`src/rtl/mips_pkg.sv`:
```
// Shared MIPS core definitions: fetch FSM states and fetch-stage constants.
package mips_pkg;

   typedef enum logic [1:0] {
      FS_BOOT = 2'd0,
      FS_RUN  = 2'd1,
      FS_ERR  = 2'd2
   } fetch_state_e;

   localparam logic [31:0] NOP_INST       = 32'h0000_0000;
   localparam logic [31:0] DEF_RESET_PC   = 32'h0000_0000;
   localparam logic [31:0] DEF_EXC_VECTOR = 32'h0000_0080;
   localparam logic [31:0] PC_INC         = 32'd4;

endpackage

```
`src/rtl/if_id_reg.sv`:
```
// IF/ID pipeline register: bubble overrides load, and holds when neither is set.
module if_id_reg
   import mips_pkg::*;
#(
   parameter logic [31:0] NOP = NOP_INST
) (
   input  logic        clk,
   input  logic        rst_n,
   input  logic        load,
   input  logic        bubble,
   input  logic [31:0] pc_in,
   input  logic [31:0] inst_in,
   output logic [31:0] if_pc,
   output logic [31:0] if_inst,
   output logic        if_valid
);

   // if_pc is left alone on a bubble; it is only meaningful when if_valid is set
   always_ff @(posedge clk or negedge rst_n) begin
      if (!rst_n) begin
         if_pc    <= 32'h0;
         if_inst  <= NOP;
         if_valid <= 1'b0;
      end else if (bubble) begin
         if_inst  <= NOP;
         if_valid <= 1'b0;
      end else if (load) begin
         if_pc    <= pc_in;
         if_inst  <= inst_in;
         if_valid <= 1'b1;
      end
   end

endmodule

```
`src/rtl/inst_fetch.sv`:
```
// MIPS instruction-fetch stage: PC, fetch FSM, redirect/stall handling and
// misaligned-target trapping in front of a combinational instruction memory.
module inst_fetch
   import mips_pkg::*;
#(
   parameter logic [31:0] RESET_PC   = DEF_RESET_PC,
   parameter logic [31:0] EXC_VECTOR = DEF_EXC_VECTOR,
   parameter logic [31:0] NOP        = NOP_INST
) (
   input  logic        clk,
   input  logic        rst_n,
   output logic        inst_ce,
   output logic [31:0] inst_addr,
   input  logic [31:0] inst_data,
   input  logic        stall,
   input  logic        branch_taken,
   input  logic [31:0] branch_target,
   input  logic        flush,
   output logic [31:0] if_pc,
   output logic [31:0] if_inst,
   output logic        if_valid,
   output logic        fetch_err,
   output logic [31:0] err_pc
);

   fetch_state_e state, state_nx;
   logic [31:0]  pc, pc_nx, err_pc_nx;
   logic         err_nx, ld, bub, misalign;

   assign misalign  = branch_taken && (branch_target[1:0] != 2'b00);
   assign inst_ce   = (state == FS_RUN);
   assign inst_addr = pc;

   always_ff @(posedge clk or negedge rst_n) begin
      if (!rst_n) begin
         state     <= FS_BOOT;
         pc        <= RESET_PC;
         fetch_err <= 1'b0;
         err_pc    <= 32'h0;
      end else begin
         state     <= state_nx;
         pc        <= pc_nx;
         fetch_err <= err_nx;
         err_pc    <= err_pc_nx;
      end
   end

   always_comb begin
      state_nx  = state;
      pc_nx     = pc;
      err_nx    = fetch_err;
      err_pc_nx = err_pc;
      ld        = 1'b0;
      bub       = 1'b0;
      case (state)
         FS_BOOT: begin
            state_nx = FS_RUN;
            if (flush) begin
               pc_nx  = EXC_VECTOR;
               bub    = 1'b1;
               err_nx = 1'b0;
            end
         end
         FS_RUN: begin
            if (flush) begin
               pc_nx  = EXC_VECTOR;
               bub    = 1'b1;
               err_nx = 1'b0;
            end else if (!stall) begin
               // the delay-slot word is latched on every unstalled cycle,
               // including the one that traps a misaligned target
               ld = 1'b1;
               if (misalign) begin
                  err_nx    = 1'b1;
                  err_pc_nx = branch_target;
                  state_nx  = FS_ERR;
               end else if (branch_taken) begin
                  pc_nx = branch_target;
               end else begin
                  pc_nx = pc + PC_INC;
               end
            end
         end
         FS_ERR: begin
            bub = 1'b1;
            if (flush) begin
               pc_nx    = EXC_VECTOR;
               err_nx   = 1'b0;
               state_nx = FS_RUN;
            end
         end
         default: state_nx = FS_BOOT;
      endcase
   end

   if_id_reg #(.NOP(NOP)) u_if_id (
      .clk      (clk),
      .rst_n    (rst_n),
      .load     (ld),
      .bubble   (bub),
      .pc_in    (pc),
      .inst_in  (inst_data),
      .if_pc    (if_pc),
      .if_inst  (if_inst),
      .if_valid (if_valid)
   );

endmodule
```
`config.mk`:
```
export PLATFORM = sky130hd
export DESIGN_NAME = inst_fetch
export DESIGN_NICKNAME = d
export VERILOG_FILES = /design/src/rtl/mips_pkg.sv /design/src/rtl/if_id_reg.sv /design/src/rtl/inst_fetch.sv
export SDC_FILE = /design/constraint.sdc
export NUM_CORES = 1
export LEC_CHECK = 0
export BUFFER_PORTS_ARGS = -buffer_cell sky130_fd_sc_hd__buf_2
export CORE_MARGIN = 3
export CORE_UTILIZATION = 50
export CTS_BUF_LIST = sky130_fd_sc_hd__clkbuf_16
export DETAILED_ROUTE_END_ITERATION = 16
export GPL_ROUTABILITY_DRIVEN = 0
export PLACE_DENSITY_LB_ADDON = 0.05
export SYNTH_ARGS = -nofsm -noshare
export SYNTH_HDL_FRONTEND = slang
export SYNTH_SLANG_ARGS = --single-unit
```
`constraint.sdc`:
```
create_clock -name clk -period 2.5 [get_ports clk]
set_clock_uncertainty 0.1 [all_clocks]
set_input_delay 0.25 -clock clk [delete_from_list [all_inputs] [get_ports clk]]
set_output_delay 0.25 -clock clk [all_outputs]
set_load 0.005 [all_outputs]
```
Yosys cells after proc, flatten, opt, wreduce, memory -nomap -nowiden
Cells that the tools add are included.
{"block": "classes", "n_reduce_logical": 12, "n_eq_ne": 10, "muxes": 25, "bitwise_logic": 3, "n_addsub": 1}
{"cell": "32-bit two-way mux", "count": 7}
{"cell": "32-bit case mux with 2 select lines", "count": 1}
{"cell": "32-bit by 3-bit adder with 32-bit output, second input constant", "count": 1}
{"cell": "4-bit AND reduction", "count": 4}
{"cell": "1-bit two-way mux", "count": 10}
{"cell": "2-bit two-way mux", "count": 4}
{"cell": "2-bit inequality test, second input constant", "count": 3}
{"cell": "2-bit case mux with 3 select lines", "count": 1}
{"cell": "2-bit nonzero test", "count": 3}
{"cell": "2-bit by 1-bit inequality test with 1-bit output, second input constant", "count": 2}
{"cell": "1-bit case mux with 2 select lines", "count": 2}
{"cell": "2-bit OR reduction", "count": 2}
{"cell": "3-bit by 1-bit inequality test with 1-bit output, second input constant", "count": 1}
{"cell": "3-bit by 2-bit inequality test with 1-bit output, second input constant", "count": 1}
{"cell": "3-bit inequality test, second input constant", "count": 1}
{"cell": "1-bit inverter", "count": 3}
{"cell": "2-bit by 1-bit equality test with 1-bit output, second input constant", "count": 1}
{"cell": "2-bit equality test, second input constant", "count": 1}
{"cell": "2-bit zero test", "count": 1}
{"cell": "2-bit AND reduction", "count": 1}
{"cell": "1-bit logical AND", "count": 1}
{"block": "word_totals", "in_bits": 69, "regBits": 132}

Logic depth before layout (Yosys ltp)
Gate-level depths: netlist of run 1.
{"block": "depth", "ltp_word": 6, "depth_mapped": 7, "ltp_nobuf": 6}

Hierarchy
A second synthesis of run 1 with hierarchy kept.
{"block": "unflattened", "hier_cells": 520, "area_unflattened_um2": 6053.3}
{"module": "inst_fetch", "instances": 1, "cells_each": 344, "area_per_inst_um2": 3404.5, "seq_area_each_um2": 1676.6}
{"module": "if_id_reg", "instances": 1, "cells_each": 176, "area_per_inst_um2": 2648.8, "seq_area_each_um2": 1626.6}

Worst setup path before layout of run 1
Ideal clock, no wire load.
{"block": "synth_path", "path_type": "register to register", "startpoint": "reg pc[2] (netlist: inst_addr[2])", "endpoint": "reg pc[24] (netlist: inst_addr[24])", "stages_incl_launch_ff": 7, "synth_period_minus_slack_ps": 2101, "t_arrival_ps": 1869, "required_time_ps": 2269, "path_slack_ps": 399, "cell_sequence": "dfrtp_1 ha_1 nand3_1 nor4_4 nand4_1 and3_1 or3_1"}
{"block": "synth_between", "elab_chain_len": 6}
{"element": "start: declaration", "line": "inst_fetch.sv:27", "rtl": "logic [31:0] pc, pc_nx, err_pc_nx;"}
{"element": "start signal: assignment", "line": "inst_fetch.sv:42", "rtl": "pc <= pc_nx;"}
{"element": "32-bit by 3-bit adder with 32-bit output", "line": "inst_fetch.sv:80", "rtl": "pc_nx = pc + PC_INC;"}
{"element": "32-bit two-way mux", "line": "inst_fetch.sv:77", "rtl": "end else if (branch_taken) begin"}
{"element": "32-bit two-way mux", "line": "inst_fetch.sv:73", "rtl": "if (misalign) begin"}
{"element": "32-bit two-way mux", "line": "inst_fetch.sv:69", "rtl": "end else if (!stall) begin"}
{"element": "32-bit two-way mux", "line": "inst_fetch.sv:65", "rtl": "if (flush) begin"}
{"element": "32-bit case mux with 2 select lines", "line": "inst_fetch.sv:55", "rtl": "case (state)"}
Every way passes these cells. The select of a mux whose other input is x is not followed.
A chain may end at the register's enable or synchronous reset.

Final worst setup path of run 1
{"block": "layout_path", "startpoint": "reg pc[8] (netlist: inst_addr[8])", "endpoint": "reg pc[23] (netlist: inst_addr[23])"}
Same word-level chain as after synthesis.

==> results of run 1 <==
## what timing repair did
action                    4_1_cts  5_1_grt
hold endpoints to repair      124        0
hold buffers                   56        0
resized for setup               0        0
## path summary, 6_finish.rpt
check | start | end | cells past startpoint
min in group asynchronous | rst_n | u_if_id.if_pc[5] | 2
max in group asynchronous | rst_n | inst_addr[26] | 3
worst min register to register | u_if_id.if_pc[30] | u_if_id.if_pc[30] | 2
worst min-delay path | branch_target[10] | err_pc[10] | 2
worst max register to register | inst_addr[8] | inst_addr[23] | 5
worst max-delay path | inst_addr[8] | inst_addr[23] | 5
## layout make-up
type / instances / area (sq um)
well taps: 140 / 175.2
multi-input cells: 368 / 2281
repair buffers: 276 / 1745
flip-flops and latches: 132 / 3303
inverters: 8 / 30.03
fillers: 792 / 2912
clock buffers: 17 / 425.4
clock inverters: 15 / 206.4
## power by group through the flow
stage | registers (W) | logic, W | clock network, W
2_1_floorplan | 0.00260 | 0.000376 | 0
3_3_place_gp | 0.00258 | 0.000867 | 0
3_5_place_dp | 0.00260 | 0.000886 | 0
4_1_cts | 0.00257 | 0.000953 | 0.00269
5_1_grt | 0.00261 | 0.00105 | 0.00279
6_report | 0.00257 | 0.000951 | 0.00265
## layout by cell type, fill, tap and decap left out, types with 3 or more instances in the layout
master         count
a21oi_1           13
nor2_1            26
dlygate4sd3_1     56
nand4_1           10
and3_1             5
buf_4             19
nand3_1           25
clkinv_4           5
buf_2            198
clkbuf_16         17
a32oi_1            3
mux2_2            32
or3_1              5
a31oi_1            9
a22o_1            33
inv_1              8
or4_1              3
nor3_1             7
dfrtp_1          132
o21a_1             3
a22oi_1            5
o21ai_0           31
bufinv_16          4
nor4_4             3
o211ai_1           3
o311ai_0           5
nor4_1             3
nand2_1          113
## critical path: stages, from the launching register on
cell and delay (ns):
dfrtp_1 0.54, nand3_2 0.27, nor4_4 0.56, nand2_1 0.17, or4_1 0.42, nand3_1 0.10
## synth_stat cells (2+ instances only)
cell type | number | area (sq um)
nand3_1 | 25 | 125.1
dfrtp_1 | 132 | 3303
nand4_1 | 10 | 62.56
and3_1 | 5 | 31.28
o311ai_0 | 5 | 43.79
inv_1 | 8 | 30.03
o22ai_1 | 2 | 12.51
o21a_1 | 3 | 22.52
o21ai_0 | 31 | 155.2
o31ai_1 | 2 | 15.01
a22oi_1 | 5 | 37.54
a31oi_1 | 10 | 62.56
buf_2 | 10 | 50.05
nor4_4 | 3 | 63.81
and2_1 | 2 | 12.51
nor2_1 | 26 | 97.59
a32oi_1 | 3 | 26.28
nor4_1 | 3 | 18.77
buf_6 | 3 | 33.78
or3_1 | 5 | 31.28
a22o_1 | 33 | 289.0
or4_1 | 3 | 22.52
a21oi_1 | 13 | 65.06
mux2_2 | 32 | 360.4
nor3_1 | 7 | 35.03
nand2_1 | 113 | 424.2
o211ai_1 | 3 | 22.52
clkbuf_1 | 19 | 71.32
clkbuf_8 | 2 | 27.53
## stage by stage
step | std cells | cell area, sq um | utilization (%) | total power, W
2_1_floorplan | 543 | 5782 | - | 0.002978
3_3_place_gp | 868 | 6974 | 62.95 | 0.003451
3_5_place_dp | 868 | 6974 | 62.95 | 0.003483
4_1_cts | 956 | 8167 | 73.72 | 0.006209
5_1_grt | 956 | 8167 | 73.72 | 0.006443
6_report | 956 | 8167 | 73.72 | 0.006175
## per-layer routing
layer  wire length [um]  vias up  GRT usage [%]
li1                   -     2477              -
met3               1548       31          7.321
met4                314        0          9.776
met5                  0        -              0
met2               8040      290          43.19
met1               7406     2611          37.81
## state kept, by name, summed over array words and instances, names as in the netlist
| register | flops |
|---|---|
| state | 2 |
| inst_addr | 32 |
| u_if_id.if_pc | 32 |
| err_pc | 32 |
| fetch_err | 1 |
| u_if_id.if_inst | 32 |
| u_if_id.if_valid | 1 |
## cells by family (layout without fill, tap and decap cells)
family	Yosys count	after routing
adders and majority gates	1	1
and+or+nand+nor	215	215
buffers and inverters	43	316
AOI/OAI and AO/OA	119	119
muxes	33	33
DFF	132	132
==> flow_summary.yaml, run 1 <==
logic_synthesis:
  syn-instance-count: 543
  muxShareOfSynthArea_pct: 6.406
  synth-seq-cells: 132
  synthArstFlopShare_pct: 100.0
  synth_top_family_by_area: "simple AND/OR/NAND/NOR gates"
  yosysSeqAreaShare_pct: 57.13
  syn_nets: 613
  ys.flop_type: "dfrtp_1"
  synth_area_per_cell_sq_um: 10.65
  synth.yosys.warnings: 0
  synthAdderAreaFrac_pct: 0.2164
  synth_compound_area_share_pct: 14.33
  synth_cell_types: 54
  netlist_area_sq_um: 5782
  synth-simple-area-share_pct: 18.16
  synth_enable_flop_cells: 0
  synthXorXnorAreaFrac_pct: 0
global_route:
  grt_start_max_net_pins: 66
  grt_util_all_layers_pct: 27.73
  grt_antenna_before_repair: 0
  grt_pass1_wl_um: 28060
  grt_overflow: 0
  grt_pass1_vias: 5427
clock_network:
  htree_levels: 4
  cts_root_buf: "clkbuf_16"
  post_cts.repair.setup_buffers: 0
  clkTransAtPathRegs_ns: 0.06
  tritoncts: "built"
  cts_buffers: 17
  cts.sinks: 132
  insertion_delay_ns: 0.42
  ctsLongestPathBuffers: 2
worst_setup_path:
  critPathKind: "reg -> reg"
  critPathCaptureType: "flop"
  critPathMaxFanout: 10
  critPathRequiredTime_ns: 2.75
  reg2reg_slack_ns: 0.27
  start_kind: "flop"
  critPathArrivalTime_ns: 2.48
drt:
  first_pass_iters: 5
  ant_nets: 0
  drt-initial-drc-count: 488
  wirelength_um: 17310
  wl_per_cell_um: 18.11
  viasPerCell: 5.658
  vias: 5409
  drc: 0
timing:
  rsz0062_at_grt: "false"
  timing.fmax_mhz: 449.1
  finalSetupTns_ns: 0
  setup_slack_ns: 0.2732
  max_slew.worst_pin.slew_ns: 0.7034
  drv_slew: 0
  setup_viol: 0
  holdWs_ns: 0.01615
  finalHoldViolCount: 0
  slew_headroom_pct: 52.96
  min_period_ns: 2.227
  fin_crit_sh_pct: 89.07
placed_design:
  dpl.hpwl_um: 11680
  numPortBuffers: 199
  place_ws_ns: 0.3065
floorplan:
  rows: 38
  dieArea_sq_um: 12890
  die_w_um: 113.5
  start_util_pct: 52.19
  core_area_sq_um: 11080
  ios: 200
  die_y_um: 113.5
pwr:
  power_density_nw_per_um2: 756.2
  p_int_w: 0.004570
  vdd_ir_drop_max_uv: 456.9
  p_comb_share_pct: 15.4
  pwr-share-clk_pct: 42.9
  switching_share_pct: 25.99
  power_frac_seq_pct: 41.7
  power.switching_w: 0.001605
  power.leakage_nw: 4.229
final_layout:
  area_delta_synth_final_pct: 41.25
  finalNetCount: 873
  drive_gt1_share_pct: 36.15
  num_antenna_cells: 0
min_path:
  hp-class: "in -> reg"
job:
  drv_cap: 0
run_status:
  outcome: "finished, final reports clean"
(Power assumes the default switching activity.)
==> inputs of run 2 (changes only) <==
BUFFER_PORTS_ARGS = default   (was -buffer_cell sky130_fd_sc_hd__buf_2)
CORE_UTILIZATION = 60   (was 50)
DONT_BUFFER_PORTS = 1   (was default)
SYNTH_HIERARCHICAL = 1   (was default)
==> run 2 against run 1 <==
The run now ends with hold timing left; combinational power fell by 39%; register-to-register slack got worse by 0.04 ns; global-route usage grew 0.80 points; design area decreased by 8.3%; via count decreased by 16%; highest routed layer unchanged.
==> flow_summary.yaml, run 2 <==
clock_network:
  cts_root_buf: "clkbuf_16"
  htree_levels: 4
  cts_buffers: 17
  clkTransAtPathRegs_ns: 0.06
  tritoncts: "built"
  insertion_delay_ns: 0.41
  ctsLongestPathBuffers: 2
  cts.sinks: 132
  ctsHoldBuffers: 69
timing:
  finalHoldViolCount: 132
  fin_crit_sh_pct: 90.64
  drv_slew: 0
  timing.fmax_mhz: 441.3
  slew_headroom_pct: 38.97
  finalSetupTns_ns: 0
  rsz0062_at_grt: "false"
  max_slew.worst_pin.slew_ns: 0.9124
  min_period_ns: 2.266
  setup_viol: 0
  holdWs_ns: -0.5648
worst_setup_path:
  start_kind: "flop"
  critPathMaxFanout: 15
  r2r_start: "state[1]"
  crit_path_end: "u_if_id/if_pc[27]"
  reg2reg_to: "u_if_id/if_pc[27]"
  startpoint: "state[1]"
  critPathRequiredTime_ns: 2.69
  critPathArrivalTime_ns: 2.45
  critPathCaptureType: "flop"
  critPathKind: "reg -> reg"
  reg2reg_slack_ns: 0.23
  r2r_cells: 5
logic_synthesis:
  synth_area_per_cell_sq_um: 11.64
  syn-instance-count: 520
  synth_enable_flop_cells: 0
  yosysSeqAreaShare_pct: 54.57
  synth_common_cells: "132 x dfrtp_1, 66 x nor2_1, 35 x o21ai_0"
  yosys-top-cells-area: "dfrtp_1 55%, mux2_4 7.4%, mux2_2 6.0%"
  synth_cell_types: 53
  synth-seq-cells: 132
  ys.flop_type: "dfrtp_1"
  synth.yosys.warnings: 6
  yosysTopAreaCell: "dfrtp_1"
  netlist_area_sq_um: 6053
  synth_most_common_cell: "dfrtp_1"
  yosysTopAreaCellShare_pct: 54.57
  synthArstFlopShare_pct: 100.0
  syn_nets: 590
final_layout:
  finalNetCount: 665
  num_antenna_cells: 0
  final_common_cell: "dfrtp_1"
  final_cell_mix: "132 x dfrtp_1, 69 x dlygate4sd3_1, 65 x nor2_1"
  area_delta_synth_final_pct: 23.69
  drive_gt1_share_pct: 19.90
drt:
  drc: 0
  ant_nets: 0
  wirelength_um: 15730
  vias: 4549
  wl_per_cell_um: 21.22
  first_pass_iters: 5
  drt-initial-drc-count: 352
  viasPerCell: 6.139
pwr:
  p_comb_share_pct: 10.4
  power_frac_seq_pct: 46.5
  power.leakage_nw: 3.296
  pwr-share-clk_pct: 43.1
  power_density_nw_per_um2: 751.0
  p_int_w: 0.004197
  power.switching_w: 0.001426
  vdd_ir_drop_max_uv: 433.9
  switching_share_pct: 25.36
floorplan:
  ios: 200
  core_area_sq_um: 9774
  die_y_um: 106.4
  dieArea_sq_um: 11330
  rows: 36
  die_w_um: 106.4
  start_util_pct: 61.93
global_route:
  grt_overflow: 0
  grt_start_max_net_pins: 133
  grt_pass1_wl_um: 25400
  grt_antenna_before_repair: 0
  grt_pass1_vias: 4705
  grt_util_all_layers_pct: 28.53
min_path:
  hp-class: "in -> async"
placed_design:
  dpl.hpwl_um: 9739
  numPortBuffers: 0
run_status:
  violations: "hold timing"
  outcome: "complete, but fails checks"
job:
  drv_cap: 0
-- run 2: changes by cell type after synthesis, sizes merged, moves of 12 or more --
cell / before / now
clkbuf: 22 / 10
nand2: 113 / 26
mux2i: 1 / 33
a22o: 33 / 1
nor2: 27 / 67
mux2: 32 / 62
-- run 2: stage by stage --
stage	cells	util [%]	instance area [sq um]	setup WS, ns	total power (W)
CTS	741	76.60	7487	0.2517	0.005649
global route	741	76.60	7487	0.06722	0.005838
detailed placement	640	63.58	6215	0.2893	0.003121
global placement	640	63.58	6215	0.3075	0.003093
finish	741	76.60	7487	0.2340	0.005623
floorplan	520	-	6053	0.3615	0.002979
-- run 2: cells by family after synthesis --
kind of cell / Yosys count / synth area share [%]
simple gates: 160 / 13.35
flops: 132 / 54.57
compound gates: 95 / 9.674
mux: 95 / 18.85
buf+inv: 37 / 3.348
fa+ha+maj: 1 / 0.2067
-- run 2: timing repair --
item                                    CTS  global route
endpoints found under the setup margin    0             1
resized for setup                         0             0
setup buffers                             0             0
endpoints found under the hold margin   225           132
-- run 2: cell type report --
cell class	instances	area (sq um)
clock inverter	15	156.4
fill	646	2287
inverter	7	26.28
multi-input combinational	351	2566
clock buffer	17	425.4
tap	133	166.4
timing repair buffer	86	843.3
sequential	132	3303
-- run 2: worst min path at each step --
| stage | slack (ns) | start | endpoint |
|---|---|---|---|
| after global placement | -0.14 | rst_n | u_if_id/if_inst[4] |
| after floorplan | -0.15 | rst_n | err_pc[0] |
| after detailed placement | -0.14 | rst_n | u_if_id/if_inst[4] |
| after global routing | -0.58 | rst_n | u_if_id/if_inst[4] |
| final | -0.56 | rst_n | u_if_id/if_inst[4] |
| after CTS | -0.57 | rst_n | u_if_id/if_inst[4] |
-- run 2: metal layers --
metal / share of wire [%] / GRT usage, %
met5: 0 / 0
met4: 1.2 / 9.041
met3: 9.2 / 9.229
met2: 49 / 46.38
met1: 40 / 36.58
-- run 2: power by group through the flow --
| stage | clock [W] | combinational (W) | sequential, W |
|---|---|---|---|
| after floorplan | 0 | 0.000399 | 0.00258 |
| after global placement | 0 | 0.000448 | 0.00265 |
| after detailed placement | 0 | 0.000470 | 0.00265 |
| after CTS | 0.00245 | 0.000578 | 0.00262 |
| after global routing | 0.00255 | 0.000637 | 0.00265 |
| final | 0.00242 | 0.000584 | 0.00261 |
-- run 2: worst max-delay path, stage by stage, from the launching register on --
cell and delay [ns]:
dfrtp_1 0.39, or4b_4 0.59, inv_2 0.15, nor2b_4 0.21
buf_4 0.32, mux2_2 0.38
==> inputs of run 3 (changes only) <==
REMOVE_ABC_BUFFERS = 1   (was default)
clock period = 2.54 ns   (was 2.5 ns; I/O delays follow)
==> run 3 against run 2 <==
The run still ends with hold timing left; non-clock buffer count stayed put; via count down 0.66%; sequential power is essentially flat; critical path depth up 1; clock-buffer cell count did not move; clock power is 8% lower; largest cell class unchanged.
==> flow_summary.yaml, run 3 (same netlist as run 2, synthesis figures left out) <==
run_status:
  outcome: "complete, but fails checks"
  violations: "hold timing"
pwr:
  power.leakage_nw: 3.270
  power_w: 0.005377
  power.switching_w: 0.001375
  pwr-share-clk_pct: 41.4
  vdd_ir_drop_max_uv: 431.9
  power_density_nw_per_um2: 722.7
  power_frac_seq_pct: 48.0
  p_comb_share_pct: 10.5
  p_int_w: 0.004002
  switching_share_pct: 25.57
drt:
  met2_length_um: 7844
  vias: 4519
  met1_length_um: 6265
  wl_met3_um: 1435
  ant_nets: 0
  wirelength_um: 15860
  drc: 0
  drt-initial-drc-count: 268
  top_layer_used: "met4"
  wl_per_cell_um: 21.40
  first_pass_iters: 7
  viasPerCell: 6.099
floorplan:
  start_util_pct: 61.93
  ios: 200
  die_y_um: 106.4
  die_w_um: 106.4
  dieArea_sq_um: 11330
  rows: 36
  core_area_sq_um: 9774
global_route:
  grt_pass1_wl_um: 25140
  grt_overflow: 0
  grt_start_max_net_pins: 133
  grt_pass1_vias: 4717
  grt_util_all_layers_pct: 28.51
  grt_antenna_before_repair: 0
clock_network:
  cts.sinks: 132
  cts_root_buf: "clkbuf_16"
  htree_levels: 4
  ctsResizeCount: 0
  insertion_delay_ns: 0.42
  clkTransAtPathRegs_ns: 0.06
  ctsLongestPathBuffers: 2
  tritoncts: "built"
  post_cts.repair.setup_buffers: 0
  ctsHoldBuffers: 70
  cts_buffers: 17
timing:
  drv_slew: 0
  timing.fmax_mhz: 433.5
  min_period_ns: 2.307
  setup_viol: 0
  finalHoldViolCount: 132
  rsz0062_at_grt: "false"
  max_slew.worst_pin.slew_ns: 0.8453
  fin_crit_sh_pct: 90.82
  slew_headroom_pct: 43.46
  setup_slack_ns: 0.2331
  holdWs_ns: -0.5634
worst_setup_path:
  startpoint: "inst_addr[3]"
  r2r_cells: 6
  start_kind: "flop"
  critPathCaptureType: "flop"
  critPathArrivalTime_ns: 2.48
  reg2reg_to: "inst_addr[26]"
  r2r_start: "inst_addr[3]"
  critPathKind: "reg -> reg"
  critPathRequiredTime_ns: 2.72
  reg2reg_slack_ns: 0.23
  critPathMaxFanout: 9
min_path:
  hp-class: "in -> async"
placed_design:
  numPortBuffers: 0
  place_ws_ns: 0.3213
  dpl.hpwl_um: 9931
  dp.cells: 639
final_layout:
  finalNetCount: 665
  num_antenna_cells: 0
  final_common_cell: "dfrtp_1"
  drive_gt1_share_pct: 19.74
  area_delta_synth_final_pct: 22.90
  final_cell_mix: "132 x dfrtp_1, 70 x dlygate4sd3_1, 65 x nor2_1"
  fin_cells: 741
job:
  drv_cap: 0
## run 3: changes by cell type in the layout (fill, tap and decap cells not counted)
cell and delta:
clkinvlp_4 +1, clkinv_2 +4, inv_6 -4, clkinv_1 +1, buf_12 -1, bufinv_16 -1, dlygate4sd3_1 +1, inv_1 -1
## run 3: final cells by class
type,count,area (sq um)
clock buffer,17,425.4
clock inverter,15,118.9
fill,631,2335
inverter,7,26.28
multi-input combinational,351,2566
sequential,132,3303
tap,133,166.4
timing repair buffer,86,833.3
## run 3: per-stage QoR
step	setup TNS [ns]	util [%]	instance area (sq um)
floorplan	-35.93	-	5877
global placement	0	63.38	6195
detailed placement	0	63.38	6195
CTS	0	76.11	7440
global route	0	76.11	7440
finish	0	76.11	7440
## run 3: worst max-delay path by stage
stage                                    to  slack (ns)  cells after the start
after global placement        inst_addr[24]        0.35                      6
after detailed placement          err_pc[1]        0.32                      6
after CTS                     inst_addr[19]        0.28                      5
after floorplan           u_if_id/if_pc[27]       -0.61                      4
after global routing          inst_addr[26]        0.07                      5
final                         inst_addr[26]        0.23                      6
## run 3: power groups by stage
stage | logic, W | clock network (W) | registers (W)
floorplan | 0.000364 | 0 | 0.00254
global placement | 0.000429 | 0 | 0.00260
detailed placement | 0.000457 | 0 | 0.00261
CTS | 0.000558 | 0.00225 | 0.00258
global route | 0.000615 | 0.00234 | 0.00261
finish | 0.000567 | 0.00223 | 0.00258
## run 3: worst max-delay path, stage by stage (launching register included)
cell	delay, ns
dfrtp_1	0.49
ha_1	0.30
nand3_1	0.21
nor4_4	0.57
a31oi_1	0.14
o21ai_0	0.23
o311ai_1	0.14
## run 3: routing by layer
metal	vias to the layer above	track usage (%)
met3	27	9.654
met4	0	10.50
met2	204	47.15
met1	2249	34.86
met5	-	0
li1	2039	-
